$ cat src/rtl/npu_ram_pkg.sv
// npu_ram_pkg: shared types and constants for the NPU RAM access logic.
// Holds the read-streamer FSM encoding and the RAM read latency.
package npu_ram_pkg;

    localparam int RAM_RD_LATENCY = 2;

    typedef enum logic [1:0] {
        RD_IDLE   = 2'd0,
        RD_ISSUE  = 2'd1,
        RD_DRAIN  = 2'd2,
        RD_FINISH = 2'd3
    } rd_state_e;

endpackage

$ cat src/rtl/sync_skid_fifo.sv
// sync_skid_fifo: single-clock FIFO with occupancy count output.
// Head entry is visible on rd_data_o whenever empty_o is low.
module sync_skid_fifo #(
    parameter int WIDTH = 32,
    parameter int DEPTH = 4
) (
    input  logic                         clk,
    input  logic                         rst_n,
    input  logic                         wr_en_i,
    input  logic [WIDTH-1:0]             wr_data_i,
    input  logic                         rd_en_i,
    output logic [WIDTH-1:0]             rd_data_o,
    output logic                         empty_o,
    output logic [$clog2(DEPTH+1)-1:0]   count_o
);

    localparam int CW = $clog2(DEPTH + 1);
    localparam int AW = (DEPTH > 1) ? $clog2(DEPTH) : 1;

    logic [WIDTH-1:0] mem_q [DEPTH];
    logic [AW-1:0]    wr_ptr_q;
    logic [AW-1:0]    rd_ptr_q;
    logic [CW-1:0]    count_q;
    logic             do_rd;
    logic             do_wr;

    function automatic logic [AW-1:0] ptr_inc(input logic [AW-1:0] p);
        return (p == AW'(DEPTH - 1)) ? '0 : p + AW'(1);
    endfunction

    assign do_rd = rd_en_i && (count_q != '0);
    // A write into a full buffer is only legal when the head leaves this cycle.
    assign do_wr = wr_en_i && ((count_q != CW'(DEPTH)) || do_rd);

    always_ff @(posedge clk or negedge rst_n) begin
        if (!rst_n) begin
            for (int i = 0; i < DEPTH; i++) begin
                mem_q[i] <= '0;
            end
            wr_ptr_q <= '0;
            rd_ptr_q <= '0;
            count_q  <= '0;
        end else begin
            if (do_wr) begin
                mem_q[wr_ptr_q] <= wr_data_i;
                wr_ptr_q        <= ptr_inc(wr_ptr_q);
            end
            if (do_rd) begin
                rd_ptr_q <= ptr_inc(rd_ptr_q);
            end
            unique case ({do_wr, do_rd})
                2'b10:   count_q <= count_q + CW'(1);
                2'b01:   count_q <= count_q - CW'(1);
                default: count_q <= count_q;
            endcase
        end
    end

    assign rd_data_o = mem_q[rd_ptr_q];
    assign empty_o   = (count_q == '0);
    assign count_o   = count_q;

endmodule

$ cat src/rtl/dpram_rd_streamer.sv
// dpram_rd_streamer: bursts sequential reads out of dpram_2p and
// delivers the words as a valid/ready stream with full backpressure.
module dpram_rd_streamer
    import npu_ram_pkg::*;
#(
    parameter int DATA_WIDTH = 32,
    parameter int ADDR_WIDTH = 6,
    parameter int LEN_WIDTH  = ADDR_WIDTH + 1,
    parameter int SKID_DEPTH = 4
) (
    input  logic                  clk,
    input  logic                  rst_n,
    input  logic                  start,
    input  logic [ADDR_WIDTH-1:0] base_addr,
    input  logic [LEN_WIDTH-1:0]  len,
    output logic                  busy,
    output logic                  done,
    output logic                  rdreq,
    output logic [ADDR_WIDTH-1:0] rdaddr,
    input  logic [DATA_WIDTH-1:0] q,
    output logic [DATA_WIDTH-1:0] m_data,
    output logic                  m_valid,
    input  logic                  m_ready
);

    localparam int CNT_W = $clog2(SKID_DEPTH + 1);
    localparam int OUT_W = $clog2(SKID_DEPTH + RAM_RD_LATENCY + 1);

    rd_state_e               state_q;
    logic [ADDR_WIDTH-1:0]   cur_addr_q;
    logic [LEN_WIDTH-1:0]    len_q;
    logic [LEN_WIDTH-1:0]    issue_cnt_q;
    logic [LEN_WIDTH-1:0]    accept_cnt_q;
    logic [LEN_WIDTH-1:0]    accept_cnt_d;
    logic [RAM_RD_LATENCY-1:0] vld_q;

    logic [CNT_W-1:0]        skid_cnt;
    logic                    skid_empty;
    logic [OUT_W-1:0]        outstanding;
    logic                    credit;
    logic                    issue;
    logic                    pop;
    logic                    drain_done;

    // Every issued read already owns a skid slot, so the buffer never overflows.
    always_comb begin
        outstanding = OUT_W'(skid_cnt);
        for (int i = 0; i < RAM_RD_LATENCY; i++) begin
            outstanding = outstanding + OUT_W'(vld_q[i]);
        end
    end

    assign credit       = (outstanding < OUT_W'(SKID_DEPTH));
    assign issue        = (state_q == RD_ISSUE) && credit;
    assign pop          = m_valid && m_ready;
    assign accept_cnt_d = accept_cnt_q + LEN_WIDTH'(pop);
    assign drain_done   = (vld_q == '0) &&
                          (skid_cnt == CNT_W'(pop)) &&
                          (accept_cnt_d == len_q);

    always_ff @(posedge clk or negedge rst_n) begin
        if (!rst_n) begin
            state_q      <= RD_IDLE;
            cur_addr_q   <= '0;
            len_q        <= '0;
            issue_cnt_q  <= '0;
            accept_cnt_q <= '0;
            vld_q        <= '0;
        end else begin
            vld_q        <= {vld_q[RAM_RD_LATENCY-2:0], issue};
            accept_cnt_q <= accept_cnt_d;
            unique case (state_q)
                RD_IDLE: begin
                    if (start) begin
                        issue_cnt_q  <= '0;
                        accept_cnt_q <= '0;
                        if (len != '0) begin
                            cur_addr_q <= base_addr;
                            len_q      <= len;
                            state_q    <= RD_ISSUE;
                        end else begin
                            state_q    <= RD_FINISH;
                        end
                    end
                end
                RD_ISSUE: begin
                    if (issue) begin
                        cur_addr_q  <= cur_addr_q + ADDR_WIDTH'(1);
                        issue_cnt_q <= issue_cnt_q + LEN_WIDTH'(1);
                        if (issue_cnt_q + LEN_WIDTH'(1) == len_q) begin
                            state_q <= RD_DRAIN;
                        end
                    end
                end
                RD_DRAIN: begin
                    if (drain_done) begin
                        state_q <= RD_FINISH;
                    end
                end
                RD_FINISH: state_q <= RD_IDLE;
                default:   state_q <= RD_IDLE;
            endcase
        end
    end

    sync_skid_fifo #(
        .WIDTH (DATA_WIDTH),
        .DEPTH (SKID_DEPTH)
    ) u_skid (
        .clk       (clk),
        .rst_n     (rst_n),
        .wr_en_i   (vld_q[RAM_RD_LATENCY-1]),
        .wr_data_i (q),
        .rd_en_i   (m_ready),
        .rd_data_o (m_data),
        .empty_o   (skid_empty),
        .count_o   (skid_cnt)
    );

    assign rdreq   = issue;
    assign rdaddr  = cur_addr_q;
    assign busy    = (state_q != RD_IDLE);
    assign done    = (state_q == RD_FINISH);
    assign m_valid = !skid_empty;

endmodule

$ cat config.mk
export PLATFORM = sky130hd
export DESIGN_NAME = dpram_rd_streamer
export DESIGN_NICKNAME = d
export VERILOG_FILES = /design/src/rtl/npu_ram_pkg.sv /design/src/rtl/sync_skid_fifo.sv /design/src/rtl/dpram_rd_streamer.sv
export SDC_FILE = /design/constraint.sdc
export NUM_CORES = 1
export LEC_CHECK = 0
export BUFFER_PORTS_ARGS = -buffer_cell sky130_fd_sc_hd__buf_2
export CORE_MARGIN = 3
export CORE_UTILIZATION = 59
export DETAILED_ROUTE_END_ITERATION = 8
export GPL_ROUTABILITY_DRIVEN = 0
export PLACE_DENSITY = 0.8
export SYNTH_ARGS = -nofsm -noshare
export SYNTH_HDL_FRONTEND = slang
export SYNTH_HIERARCHICAL = 1
export SYNTH_SLANG_ARGS = --single-unit
$ cat constraint.sdc
create_clock -name clk -period 3.3 [get_ports clk]
set_clock_uncertainty 0.2 [all_clocks]
set_input_delay 0.66 -clock clk [delete_from_list [all_inputs] [get_ports clk]]
set_output_delay 0.66 -clock clk [all_outputs]
set_load 0.02 [all_outputs]
==> results of run 1 <==
[kinds of logic after synthesis]
group,Yosys count,share of synthesized area
AO/OA/AOI/OAI,41,0.0358
XOR/XNOR,26,0.0288
adder cells (fa/ha/maj),16,0.0263
buffers and inverters,37,0.0318
flip-flops,166,0.526
multiplexers,173,0.292
AND/OR/NAND/NOR,85,0.0594
[power groups by stage]
stage	Clock, W	Sequential (W)	Combinational [W]
after floorplan	0	0.00353	0.00343
after global placement	0	0.00370	0.00416
after detailed placement	0	0.00379	0.00431
after CTS	0.00218	0.00377	0.00433
after global routing	0.00227	0.00391	0.00466
final	0.00213	0.00377	0.00427
[metal layers]
layer,up-vias,GRT usage
met3,20,0.0450
met1,2479,0.295
met4,0,0.0798
li1,2186,-
met2,101,0.373
met5,-,0
[sequential cells by signal (all words and copies together) (netlist names)]
register,cells
state_q,2
accept_cnt_q,7
u_skid/wr_ptr_q,2
u_skid/mem_q,128
issue_cnt_q,7
len_q,7
rdaddr,6
u_skid/rd_ptr_q,2
u_skid/count_o,3
vld_q,2
[final cells by class]
class,instances,share of cell area
sequential,166,0.454
inverter,13,0.00533
clock buffer,23,0.0555
multi-input combinational,341,0.385
tap,172,0.0235
timing repair buffer,101,0.0616
clock inverter,8,0.0156
[through the flow]
stage,instances,setup slack (ns),hold slack [ns],utilization,power (W)
global route,824,0.124,0.196,0.711,0.0108
CTS,824,0.308,0.155,0.711,0.0103
detailed placement,793,0.287,0.246,0.661,0.00811
floorplan,544,0.690,0.164,-,0.00696
finish,824,0.339,0.121,0.711,0.0102
global placement,793,0.404,0.246,0.661,0.00785
[worst min path at each step]
| stage | from | end | slack (ns) |
|---|---|---|---|
| floorplan | rst_n | accept_cnt_q[0] | 0.16 |
| global placement | vld_q[0] | vld_q[1] | 0.25 |
| detailed placement | vld_q[0] | vld_q[1] | 0.25 |
| CTS | rst_n | u_skid/mem_q[80] | 0.16 |
| global route | rst_n | u_skid/mem_q[112] | 0.20 |
| finish | rst_n | u_skid/mem_q[112] | 0.12 |
[Yosys cell counts (4+ instances only)]
| cell type | instances |
|---|---|
| dfrtp_1 | 166 |
| nand2_1 | 15 |
| buf_6 | 14 |
| xor2_1 | 11 |
| o22ai_1 | 4 |
| o31ai_1 | 4 |
| and2_1 | 4 |
| nand2b_1 | 5 |
| and3_1 | 8 |
| xnor2_1 | 15 |
| nor2_1 | 24 |
| buf_2 | 6 |
| nor2b_1 | 4 |
| o21ai_0 | 12 |
| mux2i_1 | 4 |
| mux4_2 | 32 |
| a21oi_1 | 6 |
| ha_1 | 15 |
| nand3_1 | 11 |
| clkbuf_1 | 4 |
| inv_1 | 13 |
| mux2_2 | 137 |
==> flow_summary.toml, run 1 <==
[run_status]
outcome = "finished clean"

[synthesis]
synth_cells = 544
syn_nets = 609
synth_cell_types = 42
yosysSeqAreaShare = 0.526
syn-cell-area_um2 = 7900
synth_seq_cells = 166
yosys.area.top_type = "dfrtp_1"
yosys_most_used_dff = "dfrtp_1"
async_reset_ff_frac = 1.00
ys_top_cells_by_area = "dfrtp_1, mux2_2, mux4_2, ha_1, buf_6"
synth_top_area_share = 0.526
avgSynthCellArea_um2 = 14.5
synth-warning-count = 6
synth-edff-count = 0

[setup_path]
crit_start = "u_skid/count_o[0]"
crit_family = "compound AO/OA/AOI/OAI gates"
path_max_fanout = 8
r2r_end = "state_q[1]"
critPathBufInv = 1
rr_startpoint = "u_skid/count_o[1]"
worst-r2r-cell-count = 11
cp_slowest_cell = "dfrtp_1"
required_ns = 2.44
critPathCaptureType = "primary output"
timing.reg2reg.setup_slack_ns = 0.36
critPathLaunchType = "register"
path_cells = "ha_1 -> a21o_1 -> a32oi_2 -> and2_1 -> buf_2"
cp.arrival_ns = 2.10
slowest_delay_ns = 0.47
crit_end = "rdreq"
criticalPathCategory = "reg -> out"
worst-path-stages = 5

[grt]
grtUsageTotal = 0.224
grt_pass1_vias = 5191
grt.overflow.total = 0
grt_start_max_net_pins = 95
grt_antenna_before_repair = 0
grt_pass1_wl_mm = 25.7

[die]
num_io_pins = 91
dieArea_um2 = 14800
die_h_um = 122
start_util = 0.613
num_rows = 41
coreArea_um2 = 12900
die_w_um = 122

[layout]
nets = 705
area_delta_synth_final_pct = 16.0
drive_gt1_frac = 0.492
final_cell_mix = "dfrtp_1, mux2_2, buf_2"
area.sequential_um2 = 4160
num_antenna_cells = 0
multi_input_area_um2 = 3520
layout_commonest_cell = "dfrtp_1"
num-fill-cells = 859
post-route-cell-area_um2 = 9160

[timing]
fmax_mhz = 338
tns_ns = 0
post-route-period-util = 0.897
tightest_slew_ns = 0.857
max_slew_margin = 0.428
rsz0062_at_grt = "no"
setup_violations = 0
fin_crit_ns = 2.96
hold_violations = 0
finalMaxSlewViolations = 0

[pwr]
p_leak_nw = 3.94
netSwitchingFraction = 0.347
p_per_area_nw_per_um2 = 1110
vdd_drop_max_mv = 0.661
switchingPower_w = 0.00353
combPwrFrac = 0.420
p_clk_frac = 0.210
seqPwrFrac = 0.370
internal-power_w = 0.00664

[drt]
vias_per_cell = 5.81
antenna_left = 0
top_layer_used = "met4"
routed_wl_mm = 15.2
dr.pass1.iters = 4
wl_per_cell_um = 18.4
dr_wl_met2_mm = 7.73
wirelength_met1_mm = 6.71
drt_iter0_markers = 251
vias = 4786
drcViolationCount = 0
met3_length_um = 524

[placement]
placed_cell_area_um2 = 8510
hpwlAfterDp_mm = 10.2
port_buffers = 90

[clocking]
numCtsBuffers = 17
cts_resized = 0
cts_setup_buffers = 0
cts_tree = "done"
cts-root-buf = "clkbuf_16"
clockBufferDepth = 2
clk_pin_slew_ns = 0.06
ctsHoldBuffers = 0
clock_sinks = 166
clkLatencyLatePin_ns = 0.42
htree_levels = 4

[flow_run]
drv_cap = 0

[worst_hold_path]
hold_path.class = "in -> async"
No activity file was read; power rests on OpenSTA's default activity.
==> inputs of run 2 (changes only) <==
- BUFFER_PORTS_ARGS: -buffer_cell sky130_fd_sc_hd__buf_2 -> -buffer_cell sky130_fd_sc_hd__buf_4
==> run 2 against run 1 <==
  * Clock-buffer cell count is 2 lower
  * Non-clock buffer count is 1 higher
  * Critical path depth stayed put
  * Flip-flop and latch count stayed put
  * Power is 2.4% higher
  * Sequential power hardly changed
  * Cell count is 0.24% higher
  * Routed wire length is 1.8% higher
  * Utilization is 1.6 points higher
  * Setup slack worse by 0.096 ns
  * Design area is 2.3% higher
  * Sequential share of layout area is 1.0 points lower
  * Largest cell class unchanged
==> flow_summary.toml, run 2 (synthesis results as in run 1) <==
[drt]
antenna_left = 0
routed_wl_mm = 15.5
vias_per_cell = 5.76
drt_iter0_markers = 256
wl_per_cell_um = 18.7
drcViolationCount = 0
dr.pass1.iters = 4
vias = 4758

[pwr]
p_clk_frac = 0.196
combPwrFrac = 0.443
p_leak_nw = 4.00
p_per_area_nw_per_um2 = 1110
vdd_drop_max_mv = 0.754
internal-power_w = 0.00680
switchingPower_w = 0.00361
seqPwrFrac = 0.362
netSwitchingFraction = 0.347

[die]
coreArea_um2 = 12900
num_io_pins = 91
dieArea_um2 = 14800
die_w_um = 122
die_h_um = 122
num_rows = 41
start_util = 0.613

[setup_path]
r2r_end = "state_q[1]"
cp.arrival_ns = 2.20
rr_startpoint = "u_skid/count_o[0]"
timing.reg2reg.setup_slack_ns = 0.31
path_max_fanout = 8
worst-r2r-cell-count = 11
critPathLaunchType = "register"
required_ns = 2.44
critPathCaptureType = "primary output"
criticalPathCategory = "reg -> out"

[timing]
fmax_mhz = 327
setup_violations = 0
hold_violations = 0
finalMaxSlewViolations = 0
post-route-period-util = 0.927
rsz0062_at_grt = "no"
fin_crit_ns = 3.06
tns_ns = 0
max_slew_margin = 0.412
tightest_slew_ns = 0.881

[placement]
hpwlAfterDp_mm = 10.6
placed_cell_area_um2 = 8750
placed_cells = 794
port_buffers = 90

[layout]
layout_commonest_cell = "dfrtp_1"
largest_reg_flops = 128
num_antenna_cells = 0
largest-register = "u_skid/mem_q"
drive_gt1_frac = 0.492
post-route-cell-area_um2 = 9370
fin_cells = 826
final_cell_mix = "dfrtp_1, mux2_2, buf_4"
fin_util = 0.728
area_delta_synth_final_pct = 18.6
nets = 706

[clocking]
numCtsBuffers = 17
clockBufferDepth = 2
cts_tree = "done"
htree_levels = 4
clkLatencyLatePin_ns = 0.42
ctsHoldBuffers = 0
clk_pin_slew_ns = 0.06
cts_resized = 0
clock_sinks = 166
cts_setup_buffers = 0
cts-root-buf = "clkbuf_16"

[grt]
grt_pass1_vias = 5197
grt_antenna_before_repair = 0
grt_pass1_wl_mm = 26.1
grt.overflow.total = 0
grtUsageTotal = 0.228
grt_start_max_net_pins = 65

[flow_run]
drv_cap = 0

[worst_hold_path]
hold_path.class = "in -> async"

[run_status]
outcome = "finished clean"
run 2: cell count changes in the layout (fill, tap and decap cells not counted), moves of 2 or more:
cell | previous run | this run
buf_2 | 89 | 0
clkinvlp_4 | 1 | 3
buf_4 | 9 | 98
clkinv_4 | 0 | 3
clkbuf_8 | 6 | 3
run 2: worst max-delay path: stages, from the launching register on:
cell	delay [ns]
dfrtp_1	0.48
ha_1	0.35
a21o_1	0.18
a32oi_2	0.36
and2_1	0.24
buf_4	0.16
run 2: area by class of cell:
class	instances	area [um2]
Clock buffer	21	470
Clock inverter	11	149
Fill cell	846	3510
Inverter	13	48.8
Multi-Input combinational cell	341	3520
Sequential cell	166	4160
Tap cell	172	215
Timing Repair Buffer	102	807
run 2: per-stage QoR:
| stage | setup WS, ns | hold slack, ns | power [W] |
|---|---|---|---|
| after global placement | 0.440 | 0.221 | 0.00820 |
| after detailed placement | 0.321 | 0.236 | 0.00845 |
| after global routing | 0.136 | 0.0409 | 0.0111 |
| final | 0.242 | 0.0188 | 0.0104 |
| after floorplan | 0.690 | 0.164 | 0.00696 |
| after CTS | 0.241 | 0.0251 | 0.0105 |
run 2: routing by layer:
metal | up-vias | global-route usage | wire length, um
met5 | - | 0 | 0
met4 | 0 | 0.0553 | 131
met3 | 14 | 0.0580 | 594
met2 | 91 | 0.385 | 7940
met1 | 2464 | 0.298 | 6810
li1 | 2189 | - | -
run 2: worst max path at each step:
| stage | end | slack (ns) | start |
|---|---|---|---|
| 3_5_place_dp | state_q[1] | 0.32 | m_ready |
| 2_1_floorplan | state_q[1] | 0.69 | u_skid/count_o[0] |
| 4_1_cts | rdreq | 0.24 | u_skid/count_o[0] |
| 5_1_grt | rdreq | 0.14 | u_skid/count_o[0] |
| 3_3_place_gp | state_q[1] | 0.44 | m_ready |
| 6_report | rdreq | 0.24 | u_skid/count_o[0] |
run 2: power groups by stage:
stage / clock (W) / sequential [W] / combinational (W)
2_1_floorplan: 0 / 0.00353 / 0.00343
4_1_cts: 0.00208 / 0.00378 / 0.00467
5_1_grt: 0.00218 / 0.00390 / 0.00500
3_3_place_gp: 0 / 0.00371 / 0.00449
6_report: 0.00204 / 0.00377 / 0.00461
3_5_place_dp: 0 / 0.00380 / 0.00465
